--- src/rtl/apb_seq_pkg.sv ---
// -----------------------------------------------------------------------------
// apb_seq_pkg
//  Shared types for the APB command sequencer: FSM state encoding, the queued
//  command record, and the one-hot select check used at the host interface.
//  The command record widths track the sequencer's default parameters.
// -----------------------------------------------------------------------------
package apb_seq_pkg;

  localparam int SEQ_ADDR_W  = 7;
  localparam int SEQ_COEFF_W = 20;
  localparam int SEQ_COMP    = 4;

  typedef enum logic [2:0] {
    IDLE,
    ISSUE,
    WAIT,
    VFY_ISSUE,
    VFY_WAIT
  } seq_state_e;

  typedef struct packed {
    logic                          write;
    logic [SEQ_COMP-1:0]           sel;
    logic [SEQ_ADDR_W-1:0]         addr;
    logic signed [SEQ_COEFF_W-1:0] wdata;
  } seq_cmd_t;

  // True when exactly one bit is set (zero is not one-hot).
  function automatic logic is_onehot(input logic [SEQ_COMP-1:0] v);
    return (v != '0) && ((v & (v - 1'b1)) == '0);
  endfunction

endpackage

--- src/rtl/apb_seq_fifo.sv ---
// -----------------------------------------------------------------------------
// apb_seq_fifo
//  Synchronous FIFO for sequencer commands with a registered occupancy count.
//  Head entry is presented combinationally on o_dout while not empty.
// Ports
//  clk, rst_n       clock, synchronous active-low reset
//  i_push, i_din    write strobe / data (ignored when full)
//  i_pop            read strobe (ignored when empty)
//  o_dout           head entry
//  o_full, o_empty  occupancy flags
//  o_count          number of stored entries
// -----------------------------------------------------------------------------
module apb_seq_fifo #(
  parameter int W     = 32,
  parameter int DEPTH = 8
) (
  input  logic                       clk,
  input  logic                       rst_n,
  input  logic                       i_push,
  input  logic [W-1:0]               i_din,
  input  logic                       i_pop,
  output logic [W-1:0]               o_dout,
  output logic                       o_full,
  output logic                       o_empty,
  output logic [$clog2(DEPTH+1)-1:0] o_count
);

  localparam int AW = $clog2(DEPTH);
  localparam int CW = $clog2(DEPTH + 1);

  logic [W-1:0]  r_mem [DEPTH];
  logic [AW-1:0] r_wr_ptr;
  logic [AW-1:0] r_rd_ptr;
  logic [CW-1:0] r_count;
  logic          w_push;
  logic          w_pop;

  assign o_full  = (r_count == CW'(DEPTH));
  assign o_empty = (r_count == '0);
  assign w_push  = i_push & ~o_full;
  assign w_pop   = i_pop & ~o_empty;
  assign o_dout  = r_mem[r_rd_ptr];
  assign o_count = r_count;

  // DEPTH is a power of two, so the pointers wrap naturally.
  always_ff @(posedge clk) begin
    if (!rst_n) begin
      r_wr_ptr <= '0;
      r_rd_ptr <= '0;
      r_count  <= '0;
    end else begin
      if (w_push) r_wr_ptr <= r_wr_ptr + AW'(1);
      if (w_pop)  r_rd_ptr <= r_rd_ptr + AW'(1);
      case ({w_push, w_pop})
        2'b10:   r_count <= r_count + CW'(1);
        2'b01:   r_count <= r_count - CW'(1);
        default: r_count <= r_count;
      endcase
    end
  end

  always_ff @(posedge clk) begin
    if (w_push) r_mem[r_wr_ptr] <= i_din;
  end

endmodule

--- src/rtl/apb_cmd_sequencer.sv ---
// -----------------------------------------------------------------------------
// apb_cmd_sequencer
//  Host-side master for the APB coefficient/config subsystem. Host commands are
//  queued in a FIFO and replayed one at a time as a master transfer:
//  one ISSUE cycle (MTRANS high) followed by XFER_CYC-1 WAIT cycles with the
//  bus fields held, then one IDLE cycle. Reads return MRDATA as a one-cycle
//  rsp_valid pulse. Commands whose select is not one-hot are dropped and
//  flagged on bad_sel.
//
//  Optional feature macro: APB_SEQ_VERIFY_EN
//   When defined, each write is followed by a readback of the same sel/addr;
//   a mismatch on MRDATA[COEFF_WIDTH-1:0] pulses vfy_err and bumps the
//   saturating vfy_err_cnt. When undefined, vfy_err/vfy_err_cnt stay 0.
//
// Ports
//  clk, rst_n              clock, synchronous active-low reset
//  cmd_valid/cmd_ready     host command handshake (ready = FIFO not full)
//  cmd_write/sel/addr/wdata host command fields
//  rsp_valid, rsp_data     read response pulse / last read value
//  busy, fifo_count        activity flag, queue occupancy
//  bad_sel                 pulse: dropped command with invalid select
//  vfy_err, vfy_err_cnt    readback mismatch pulse / count
//  MTRANS..MWDATA, MRDATA  subsystem master transfer interface
// -----------------------------------------------------------------------------
module apb_cmd_sequencer
  import apb_seq_pkg::*;
#(
  parameter int ADDR_WIDTH  = 7,
  parameter int COEFF_WIDTH = 20,
  parameter int PDATA_WIDTH = 32,
  parameter int COMP        = 4,
  parameter int FIFO_DEPTH  = 8,
  parameter int XFER_CYC    = 4
) (
  input  logic                            clk,
  input  logic                            rst_n,
  input  logic                            cmd_valid,
  output logic                            cmd_ready,
  input  logic                            cmd_write,
  input  logic [COMP-1:0]                 cmd_sel,
  input  logic [ADDR_WIDTH-1:0]           cmd_addr,
  input  logic signed [COEFF_WIDTH-1:0]   cmd_wdata,
  output logic                            rsp_valid,
  output logic [PDATA_WIDTH-1:0]          rsp_data,
  output logic                            busy,
  output logic [$clog2(FIFO_DEPTH+1)-1:0] fifo_count,
  output logic                            bad_sel,
  output logic                            vfy_err,
  output logic [7:0]                      vfy_err_cnt,
  output logic                            MTRANS,
  output logic                            MWRITE,
  output logic [COMP-1:0]                 MSELx,
  output logic [ADDR_WIDTH-1:0]           MADDR,
  output logic signed [COEFF_WIDTH-1:0]   MWDATA,
  input  logic [PDATA_WIDTH-1:0]          MRDATA
);

`ifdef APB_SEQ_VERIFY_EN
  localparam bit VFY_EN = 1'b1;
`else
  localparam bit VFY_EN = 1'b0;
`endif

  localparam int CNT_W = $clog2(XFER_CYC);

  seq_state_e        r_state;
  seq_state_e        w_state_nx;
  seq_cmd_t          r_cmd;
  seq_cmd_t          w_din;
  seq_cmd_t          w_head;
  logic [CNT_W-1:0]  r_cnt;
  logic              w_full;
  logic              w_empty;
  logic              w_accept;
  logic              w_push;
  logic              w_bad;
  logic              w_pop;
  logic              w_cap_rsp;
  logic              w_vfy_chk;
  logic              r_rsp_valid;
  logic [PDATA_WIDTH-1:0] r_rsp_data;
  logic              r_bad_sel;
  logic              r_vfy_err;
  logic [7:0]        r_vfy_cnt;

  // ---------------------------------------------------------------------------
  // Host interface and command queue
  // ---------------------------------------------------------------------------
  // Ready is held low while reset is asserted so nothing appears accepted then.
  assign cmd_ready = ~w_full & rst_n;
  assign w_accept  = cmd_valid & cmd_ready;
  assign w_push    = w_accept & is_onehot(cmd_sel);
  assign w_bad     = w_accept & ~is_onehot(cmd_sel);

  assign w_din = '{write: cmd_write, sel: cmd_sel, addr: cmd_addr, wdata: cmd_wdata};

  apb_seq_fifo #(
    .W     ($bits(seq_cmd_t)),
    .DEPTH (FIFO_DEPTH)
  ) u_fifo (
    .clk     (clk),
    .rst_n   (rst_n),
    .i_push  (w_push),
    .i_din   (w_din),
    .i_pop   (w_pop),
    .o_dout  (w_head),
    .o_full  (w_full),
    .o_empty (w_empty),
    .o_count (fifo_count)
  );

  // ---------------------------------------------------------------------------
  // Transfer FSM
  // ---------------------------------------------------------------------------
  always_ff @(posedge clk) begin
    if (!rst_n) r_state <= IDLE;
    else        r_state <= w_state_nx;
  end

  always_comb begin
    w_state_nx = r_state;
    w_pop      = 1'b0;
    w_cap_rsp  = 1'b0;
    w_vfy_chk  = 1'b0;
    MTRANS     = 1'b0;
    MWRITE     = 1'b0;
    MSELx      = '0;
    MADDR      = '0;
    MWDATA     = '0;
    unique case (r_state)
      IDLE: begin
        if (!w_empty) begin
          w_pop      = 1'b1;
          w_state_nx = ISSUE;
        end
      end
      ISSUE, WAIT: begin
        MTRANS = (r_state == ISSUE);
        MWRITE = r_cmd.write;
        MSELx  = r_cmd.sel;
        MADDR  = r_cmd.addr;
        MWDATA = r_cmd.wdata;
        if (r_state == ISSUE) begin
          w_state_nx = WAIT;
        end else if (r_cnt == '0) begin
          w_cap_rsp  = ~r_cmd.write;
          w_state_nx = (r_cmd.write && VFY_EN) ? VFY_ISSUE : IDLE;
        end
      end
      // Readback pass: a read of the same target, write data not driven.
      VFY_ISSUE, VFY_WAIT: begin
        MTRANS = (r_state == VFY_ISSUE);
        MSELx  = r_cmd.sel;
        MADDR  = r_cmd.addr;
        if (r_state == VFY_ISSUE) begin
          w_state_nx = VFY_WAIT;
        end else if (r_cnt == '0) begin
          w_vfy_chk  = 1'b1;
          w_state_nx = IDLE;
        end
      end
      default: w_state_nx = IDLE;
    endcase
  end

  // ---------------------------------------------------------------------------
  // Command registers, spacing counter, responses
  // ---------------------------------------------------------------------------
  always_ff @(posedge clk) begin
    if (!rst_n) begin
      r_cmd       <= '0;
      r_cnt       <= '0;
      r_rsp_valid <= 1'b0;
      r_rsp_data  <= '0;
      r_bad_sel   <= 1'b0;
      r_vfy_err   <= 1'b0;
      r_vfy_cnt   <= '0;
    end else begin
      // Reads never drive write data, so it is cleared on load.
      if (w_pop) begin
        r_cmd       <= w_head;
        r_cmd.wdata <= w_head.write ? w_head.wdata : '0;
      end
      if (r_state == ISSUE || r_state == VFY_ISSUE)
        r_cnt <= CNT_W'(XFER_CYC - 2);
      else if ((r_state == WAIT || r_state == VFY_WAIT) && r_cnt != '0)
        r_cnt <= r_cnt - CNT_W'(1);
      r_rsp_valid <= w_cap_rsp;
      if (w_cap_rsp) r_rsp_data <= MRDATA;
      r_bad_sel <= w_bad;
      r_vfy_err <= w_vfy_chk &&
                   (MRDATA[COEFF_WIDTH-1:0] != $unsigned(r_cmd.wdata));
      if (w_vfy_chk && (MRDATA[COEFF_WIDTH-1:0] != $unsigned(r_cmd.wdata)) &&
          r_vfy_cnt != 8'hFF)
        r_vfy_cnt <= r_vfy_cnt + 8'd1;
    end
  end

  assign rsp_valid   = r_rsp_valid;
  assign rsp_data    = r_rsp_data;
  assign bad_sel     = r_bad_sel;
  assign vfy_err     = r_vfy_err;
  assign vfy_err_cnt = r_vfy_cnt;
  assign busy        = (r_state != IDLE) | ~w_empty;

endmodule

--- config.mk ---
export PLATFORM = sky130hd
export DESIGN_NAME = apb_cmd_sequencer
export DESIGN_NICKNAME = d
export VERILOG_FILES = /design/src/rtl/apb_seq_pkg.sv /design/src/rtl/apb_seq_fifo.sv /design/src/rtl/apb_cmd_sequencer.sv
export SDC_FILE = /design/constraint.sdc
export NUM_CORES = 1
export LEC_CHECK = 0
export CAP_MARGIN = 20
export CORE_UTILIZATION = 51
export DETAILED_ROUTE_END_ITERATION = 7
export PLACE_DENSITY = 0.85
export SLEW_MARGIN = 30
export SYNTH_ARGS = -nofsm -noshare
export SYNTH_HDL_FRONTEND = slang
export SYNTH_HIERARCHICAL = 1
export SYNTH_SLANG_ARGS = --single-unit
--- constraint.sdc ---
create_clock -name clk -period 6.1 [get_ports clk]
set_input_delay 1.83 -clock clk [delete_from_list [all_inputs] [get_ports clk]]
set_output_delay 1.83 -clock clk [all_outputs]
set_load 0.03 [all_outputs]
# [Word-level counts from Yosys, hierarchy flattened]
# Memory sizes are Yosys's and may differ from the RTL's. A register that Yosys moved wholly into a read port is not among the register bits.
# Index checks and enable logic that the tools add are counted.
# W data, S select, Z words.
[totals] reg_bits=90 ram_bits=256 output_inout_bits=82 wordCells=91 memories=1
[mem_list] name="u_fifo.r_mem" depth=8 word_bits=32 read_ports=1 rd_clocked_by_memory_dff=1 wr=1 line="apb_seq_fifo.sv:31" source="logic [W-1:0] r_mem [DEPTH];"
[classes] add_sub_neg=7 n_eq_ne=10 muxes=26 bitwise_logic=13 n_reduce_logical=19
[op_table] op="$mux W20" count=2
[op_table] op="$ne A20 B20 Y1" count=1
[op_table] op="$mux W3" count=6
[op_table] op="$mux W1" count=11
[op_table] op="$pmux W3 S3" count=1
[op_table] op="$add A8 B1 Y8 const B" count=1
[op_table] op="$logic_not A4 Y1" count=2
[op_table] op="$ne A8 B8 Y1 const B" count=1
[op_table] op="$pmux W4 S2" count=1
[op_table] op="$sub A4 B1 Y4 const B" count=2
[op_table] op="$mux W7" count=1
[op_table] op="$add A3 B1 Y3 const B" count=2
[op_table] op="$and A1 B1 Y1" count=6
[op_table] op="$eq A3 B2 Y1 const B" count=2
[op_table] op="$reduce_bool A2 Y1" count=3
[op_table] op="$reduce_or A2 Y1" count=3
[op_table] op="$not A1 Y1" count=5
[op_table] op="$add A4 B1 Y4 const B" count=1
[op_table] op="$and A4 B4 Y4" count=1
[op_table] op="$eq A4 B4 Y1 const B" count=1
[op_table] op="$logic_and A1 B1 Y1" count=4
[op_table] op="$mux W2" count=2
[op_table] op="$mux W4" count=1
[op_table] op="$reduce_bool A4 Y1" count=1
[op_table] op="other kinds (13)" count=14

# [Logic depth before layout (Yosys ltp)]
[logic_depth] ltp_word=8 ltp_mapped=15

# [Modules after synthesis]
# The synthesis kept the hierarchy.
[modules_own_cells] module="apb_seq_fifo" instances=1 cells_per_inst=444 area_per_inst_um2=10273.6 seq_area_each_um2=7947.6
[modules_own_cells] module="apb_cmd_sequencer" instances=1 cells_per_inst=455 area_per_inst_um2=3593.4 seq_area_each_um2=1601.5

# [Worst setup path after synthesis]
# No wires, ideal clock.
[synth_timing] path_kind="in2reg" from="input port rst_n" to="memory u_fifo.r_mem[0][0] (enable)" setup_ps=501 t_arrival_ps=5949 path_slack_ps=-350 cell_stages=6 n_path_buf=0 cell_sequence="inv_2 nor2_1 nand2_1 nor2_1 nand2_4 nor4_1"
[synth_between] elab_chain_cells=6
[synth_rtl] element="start: declaration" line="apb_cmd_sequencer.sv:36" source="input logic rst_n,"
[synth_rtl] element="$and A1 B1 Y1" line="apb_cmd_sequencer.sv:90" source="assign cmd_ready = ~w_full & rst_n;"
[synth_rtl] element="net cmd_ready" line="apb_cmd_sequencer.sv:38" source="output logic cmd_ready,"
[synth_rtl] element="$and A1 B1 Y1" line="apb_cmd_sequencer.sv:91" source="assign w_accept = cmd_valid & cmd_ready;"
[synth_rtl] element="$and A1 B1 Y1" line="apb_cmd_sequencer.sv:92" source="assign w_push = w_accept & is_onehot(cmd_sel);"
[synth_rtl] element="net w_push" line="apb_cmd_sequencer.sv:75" source="logic w_push;"
[synth_rtl] element="$and A1 B1 Y1" line="apb_seq_fifo.sv:40" source="assign w_push = i_push & ~o_full;"
[synth_rtl] element="$mux W1" line="apb_seq_fifo.sv:63" source="if (w_push) r_mem[r_wr_ptr] <= i_din;"
[synth_rtl] element="$mux W1 (not written as such)" line="apb_seq_fifo.sv:63"
[synth_rtl] element="end: declaration" line="apb_seq_fifo.sv:31"
# The timed path passes the listed nets, and every way through them passes these cells.

# [Worst setup path in the final report]
[layout_timing] from="input port rst_n" to="output port cmd_ready"
[layout_between] elab_chain_cells=1
[layout_rtl] element="$and A1 B1 Y1" line="apb_cmd_sequencer.sv:90"
[layout_rtl] element="end: declaration" line="apb_cmd_sequencer.sv:38"
# Every way passes these cells.

==> summary.txt <==
Outcome
  – Status: finished clean

Power and ir drop
  – Switch share: 20.1%
  – Leak Pwr: 5.39 nW
  – Combinational power share: 4.5%
  – Pwr per Cell Area: 302 nW/µm²
  – Clock share of power: ~45%
  – VDD IR max: ~0.00021 V
  – Switching power: 0.00103 W
  – Sequential fraction of design power: 50.6%
  – Int Pwr: between 0.004 and 0.005 W

Global routing
  – M2 GR Usage: 40.7%
  – Initial antenna violation count: 3
  – Busiest layer in global routing: met2
  – Routing usage on met3: 5.18%
  – Overall Global Routing Usage: 23.4%
  – Vias in the first global route: 8500
  – Global route overflow: 0
  – First-pass GRT wire length: between 40 and 50 mm
  – Global routing usage on met1: 28.1%
  – Largest net degree at the start of global routing: 73

Detailed routing
  – DR WL/cell: between 20 and 25 µm
  – Post-DRT Antenna Nets: 0
  – DR pass1 iterations: 7
  – DR vias/cell: 5.87
  – Routed WL: about 32 mm
  – DR vias: 8283
  – DRT iter0 DRCs: 730
  – DRC: 0

Critical path
  – Worst setup path class: input pin to primary output
  – Setup slack, reg-to-reg: around 2.4 ns
  – CP Launch Type: input pin
  – Data required, critical path: between 4 and 5 ns
  – Worst path arrival time: roughly 3.3 ns
  – CP Capture Type: primary output
  – CP Max Fanout: 2

Clock network
  – Clock sink total: 349
  – Clock latency on the worst-skew pair: 0.51 ns
  – Cts hold-fix bufs: 0
  – Clock tree buffer depth: 3
  – H-tree depth: 2
  – PostCTS Resize Cnt: 0
  – CTS tree: done
  – Root Buffer: clkbuf_16
  – Clock transition at path regs: 0.06 ns
  – CTS buffer count: 35
  – Buffers inserted by post-CTS timing repair: 0

STA
  – Max Slew Vio Count: 0
  – Period utilization: a little over four fifths
  – Worst Max-Slew Pin Slew: roughly 0.90 ns
  – Post-layout min period: roughly 5.1 ns
  – Final setup viols: 0
  – Setup tns final: 0 ns
  – Rel. slew slack: 39.4%
  – Unrepaired setup endpoints after global routing: false
  – Fmax: 0.196 GHz
  – Clock skew: 0.0116 ns
  – Final hold vios: 0

Synth
  – Yosys cell types: 54
  – Synth top area share: 55.4%
  – YS warnings: 6
  – Average cell area after synthesis: roughly 15 µm²
  – Synthesized area: 13900 µm²
  – Seq cells post-synth: 349
  – Register area share after synthesis: 68.9%
  – Number of synthesized flops with an enable pin: 256
  – Cells after Synth: about 900
  – Largest area contributor in the netlist: edfxtp_1
  – Synth Net Count: slightly below 1000
  – Fraction of registers with async set/reset: 0%
  – Top FF cell, synth: edfxtp_1
  – Main area contributors after synthesis: edfxtp_1 (55%), dfxtp_1 (13%), mux4_2 (10%), nand2_1 (3.2%), mux2_2 (2.7%)

Floorplanning
  – Starting Density: 52.6%
  – Die area: 27900 µm²
  – Core area: approximately 26000 µm²
  – Die outline height: 167 µm
  – Row count: between 50 and 60
  – DIE WIDTH: 167 µm
  – I/O Pins: roughly 150

Placement
  – Gpl congestion: 0.786
  – PortBufs: 148
  – Post-DP HPWL: 19.1 mm
  – Placed insts: between 1000 and 1500

Cells and area
  – Fin cells: 1411
  – Most frequent cells in the layout: edfxtp_1 (256), clkdlybuf4s50_1 (148), nand2_1 (120), dfxtp_1 (91), a21oi_1 (70)
  – Area Growth Syn to Fin: 22.1%
  – Share of cells above drive strength 1: 17.8%
  – # nets final: between 1000 and 1500
  – Layout fillers: 1731
  – Most common cell after layout, fill and taps aside: edfxtp_1

Min path
  – Worst min-delay path category: flip-flop to flip-flop

Flow run
  – Max_cap viols: 0
## per-stage QoR
| stage | instance area [µm²] | total power, W | utilization [%] | setup slack (ns) | hold slack, ns |
|---|---|---|---|---|---|
| 6_report | 16900 | 0.00511 | 64.2 | 1.01 | 0.451 |
| 3_5_place_dp | 15700 | 0.00287 | 59.5 | 1.02 | 0.445 |
| 5_1_grt | 16900 | 0.00526 | 64.2 | 0.964 | 0.463 |
| 3_3_place_gp | 15700 | 0.00286 | 59.5 | 1.05 | 0.438 |
| 4_1_cts | 16900 | 0.00514 | 64.2 | 1.03 | 0.452 |
| 2_1_floorplan | 13900 | 0.00275 | - | 0.477 | 0.432 |
## synth_stat cells, drive strengths merged (5+ instances only)
| cell type | number |
|---|---|
| clkbuf | 26 |
| mux2i | 6 |
| edfxtp | 256 |
| nor2 | 16 |
| a21oi | 70 |
| mux4 | 64 |
| and2 | 39 |
| dfxtp | 93 |
| nand2 | 122 |
| and3 | 5 |
| buf | 27 |
| inv | 6 |
| nand3 | 30 |
| xor2 | 15 |
| mux2 | 33 |
| xnor2 | 15 |
| ha | 7 |
| nand2b | 7 |
| nor4 | 7 |
| o21ai | 11 |
| nor3 | 9 |
## per-layer routing
metal	part of all wire [%]	vias to the layer above
li1	-	3669
met1	38	4172
met2	51	356
met3	7.3	84
met4	3.8	2
met5	0.053	-
## state kept, by name, summed over array words and instances (netlist names), named ones only
name             cells
vfy_err_cnt          8
r_cmd               32
u_fifo/r_rd_ptr      3
u_fifo/r_mem       256
r_state              3
u_fifo/r_wr_ptr      3
rsp_valid            1
u_fifo/o_count       4
rsp_data            32
r_cnt                2
bad_sel              1
vfy_err              1
## path summary, 6_finish.rpt
kind / startpoint / end / depth (start not counted)
worst max-delay path: rst_n / cmd_ready / 4
worst min-delay path: r_cmd[20] / r_cmd[20] / 2
worst max register to register: u_fifo/o_count[1] / u_fifo/o_count[2] / 12
worst min register to register: r_cmd[20] / r_cmd[20] / 2
## cell families after synthesis
family / synth area share (%)
buf+inv: 2.20
flops: 68.9
fa+ha+maj: 0.632
simple gates: 9.12
xor+xnor: 1.89
mux: 13.5
compound gates: 3.78
## worst max-delay path: stages
cell and delay (ns):
clkdlybuf4s50_1 0.50, inv_2 0.05, nor2_1 0.17, clkdlybuf4s50_1 0.71
## layout make-up
| class | instances | area, µm² | share of cell area (%) |
|---|---|---|---|
| Antenna cell | 2 | 5.00 | 0.0296 |
| Multi-Input combinational cell | 490 | 4060 | 24.0 |
| Clock inverter | 19 | 282 | 1.66 |
| Clock buffer | 44 | 962 | 5.68 |
| Timing Repair Buffer | 165 | 1610 | 9.50 |
| Sequential cell | 349 | 9560 | 56.5 |
| Inverter | 7 | 31.3 | 0.185 |
| Tap cell | 335 | 419 | 2.48 |
## power by group through the flow
| stage | registers, W | clock network (W) | logic [W] |
|---|---|---|---|
| detailed placement | 0.00264 | 0 | 0.000228 |
| global placement | 0.00264 | 0 | 0.000224 |
| floorplan | 0.00264 | 0 | 0.000109 |
| finish | 0.00259 | 0.00229 | 0.000231 |
| CTS | 0.00259 | 0.00233 | 0.000232 |
| global route | 0.00259 | 0.00242 | 0.000247 |
Note: power is estimated with default switching activity, not from simulation.
==> patch, RTL diff (config.mk and constraints unchanged) <==
Add a define of `APB_SEQ_VERIFY_EN`.
--- a/src/rtl/apb_cmd_sequencer.sv
+++ b/src/rtl/apb_cmd_sequencer.sv
@@ -24,2 +24,4 @@
 // -----------------------------------------------------------------------------
+`define APB_SEQ_VERIFY_EN
+
 module apb_cmd_sequencer
Behaviour: not the same (Yosys sat finds a counterexample within 10 cycles, from zero or initial values and one cycle with rst_n low).
==> patch against the original RTL <==
Area after synthesis is essentially flat; cell area down 0.64%; global-route usage fell by 0.64 points; sequential cell count stayed put; non-clock buffer count shrank 2; via count decreased by 0.65%; combinational power grew 4%; fmax grew 0.21%; routed wire length down 2.5%; worst setup slack better by 11 ps; sequential power is essentially flat; total power shrank 3.3%; critical endpoint unchanged.
==> patch: results <==
export IMPL_status="finished, final reports clean"
export IMPL_grt_pass1_wl_mm=48.13
export IMPL_worstReg2RegStart="u_fifo/o_count[1]"
export IMPL_htreeDepth=2
export IMPL_dieArea_um2=27860
export IMPL_synth_edf_count=256
export IMPL_synthDistinctLibCells=47
export IMPL_drtIter0Drc=781
export IMPL_gp_congestion=0.8408
export IMPL_fillers=1778
export IMPL_grt_pass1_vias=8418
export IMPL_synth_commonest_cells="edfxtp_1, nand2_1, dfxtp_1, a21oi_1, mux4_2"
export IMPL_ys_seq_area_share_pct=68.85
export IMPL_antenna_found_initial=2
export IMPL_dpl_hpwl_mm=19.01
export IMPL_r2r_setup_slack_ps=2260
export IMPL_hold_ws_ps=449.0
export IMPL_via_per_inst=5.811
export IMPL_p_sw_mw=1.010
export IMPL_multiInputGateArea_um2=4075
export IMPL_ir_drop_v=0.0001870
export IMPL_fin_crit_sh_pct=83.27
export IMPL_power_leakage_nw=5.312
export IMPL_skew_ps=14.46
export IMPL_port_buffer_count=148
export IMPL_tightest_slew_ps=859.5
export IMPL_firstDrtPassIters=5
export IMPL_yosys_top_cells_area="edfxtp_1, dfxtp_1, mux4_2"
export IMPL_grt_usage_pct=22.81
export IMPL_critPathArrivalTime_ps=3250
export IMPL_async_reset_ff_share_pct=0
export IMPL_drive_gt1_share_pct=17.21
export IMPL_final_nets=1129
export IMPL_hold_viol_final=0
export IMPL_setup_worst_path_start="rst_n"
export IMPL_hold_end="r_cmd[21]"
export IMPL_diodes=0
export IMPL_numCtsBuffers=36
export IMPL_avgRoutedWirePerCell_um=22.03
export IMPL_grt_max_degree=72
export IMPL_pre_cts_ws_ps=1029
export IMPL_min_path_type="register to register"
export IMPL_hold_start="r_cmd[21]"
export IMPL_ys_warn_count=6
export IMPL_syn_num_nets=980
==> patch: cell count changes after synthesis, moves of 3 or more <==
cell / before / now
nor4_1: 6 / 2
xnor2_1: 15 / 27
clkbuf_1: 26 / 31
xor2_1: 15 / 3
nor3_1: 7 / 12
buf_2: 18 / 13
o21ai_0: 10 / 7
nand2_1: 120 / 125
nand4_1: 4 / 8
==> patch: cell type report <==
| cell class | count | share of cell area (%) |
|---|---|---|
| flip-flops and latches | 349 | 56.81 |
| repair buffers | 163 | 9.476 |
| clock buffers | 46 | 5.824 |
| well taps | 335 | 2.492 |
| multi-input cells | 496 | 24.23 |
| inverters | 9 | 0.2083 |
| clock inverters | 18 | 0.9595 |
==> patch: critical path: cells and delay by family <==
kind,cells,cell delay [ps]
buffers and inverters,3,1240
AND/OR/NAND/NOR,1,170
==> patch: per-layer routing <==
metal / routed length, um / GRT usage [%] / share of wire [%]
met1: 12370 / 28.88 / 40
met2: 15460 / 38.62 / 50
met3: 2373 / 4.919 / 7.6
met4: 967 / 8.575 / 3.1
met5: 29 / 0 / 0.093
==> patch: cell families after synthesis <==
group	after synthesis	synth area share [%]
flip-flops	349	68.85
AND/OR/NAND/NOR	260	9.111
multiplexers	105	13.65
AO/OA/AOI/OAI	94	3.762
buffers and inverters	61	2.102
XOR/XNOR	30	1.895
adder cells (fa/ha/maj)	7	0.6315
==> patch: worst max-delay path by stage <==
stage,endpoint
CTS,cmd_ready
floorplan,u_fifo/r_mem[4][0]
global placement,cmd_ready
finish,cmd_ready
global route,cmd_ready
detailed placement,cmd_ready
==> patch: metrics by stage <==
| stage | cells | power (mW) |
|---|---|---|
| 2_1_floorplan | 906 | 2.758 |
| 3_3_place_gp | 1352 | 2.868 |
| 3_5_place_dp | 1352 | 2.877 |
| 4_1_cts | 1416 | 4.979 |
| 5_1_grt | 1416 | 5.092 |
| 6_report | 1416 | 4.940 |
==> patch: power by group through the flow <==
stage,Clock (mW),Sequential [mW],Combinational [mW]
after floorplan,0,2.64,0.118
after global placement,0,2.64,0.231
after detailed placement,0,2.64,0.238
after CTS,2.15,2.59,0.241
after global routing,2.24,2.59,0.258
final,2.11,2.59,0.240
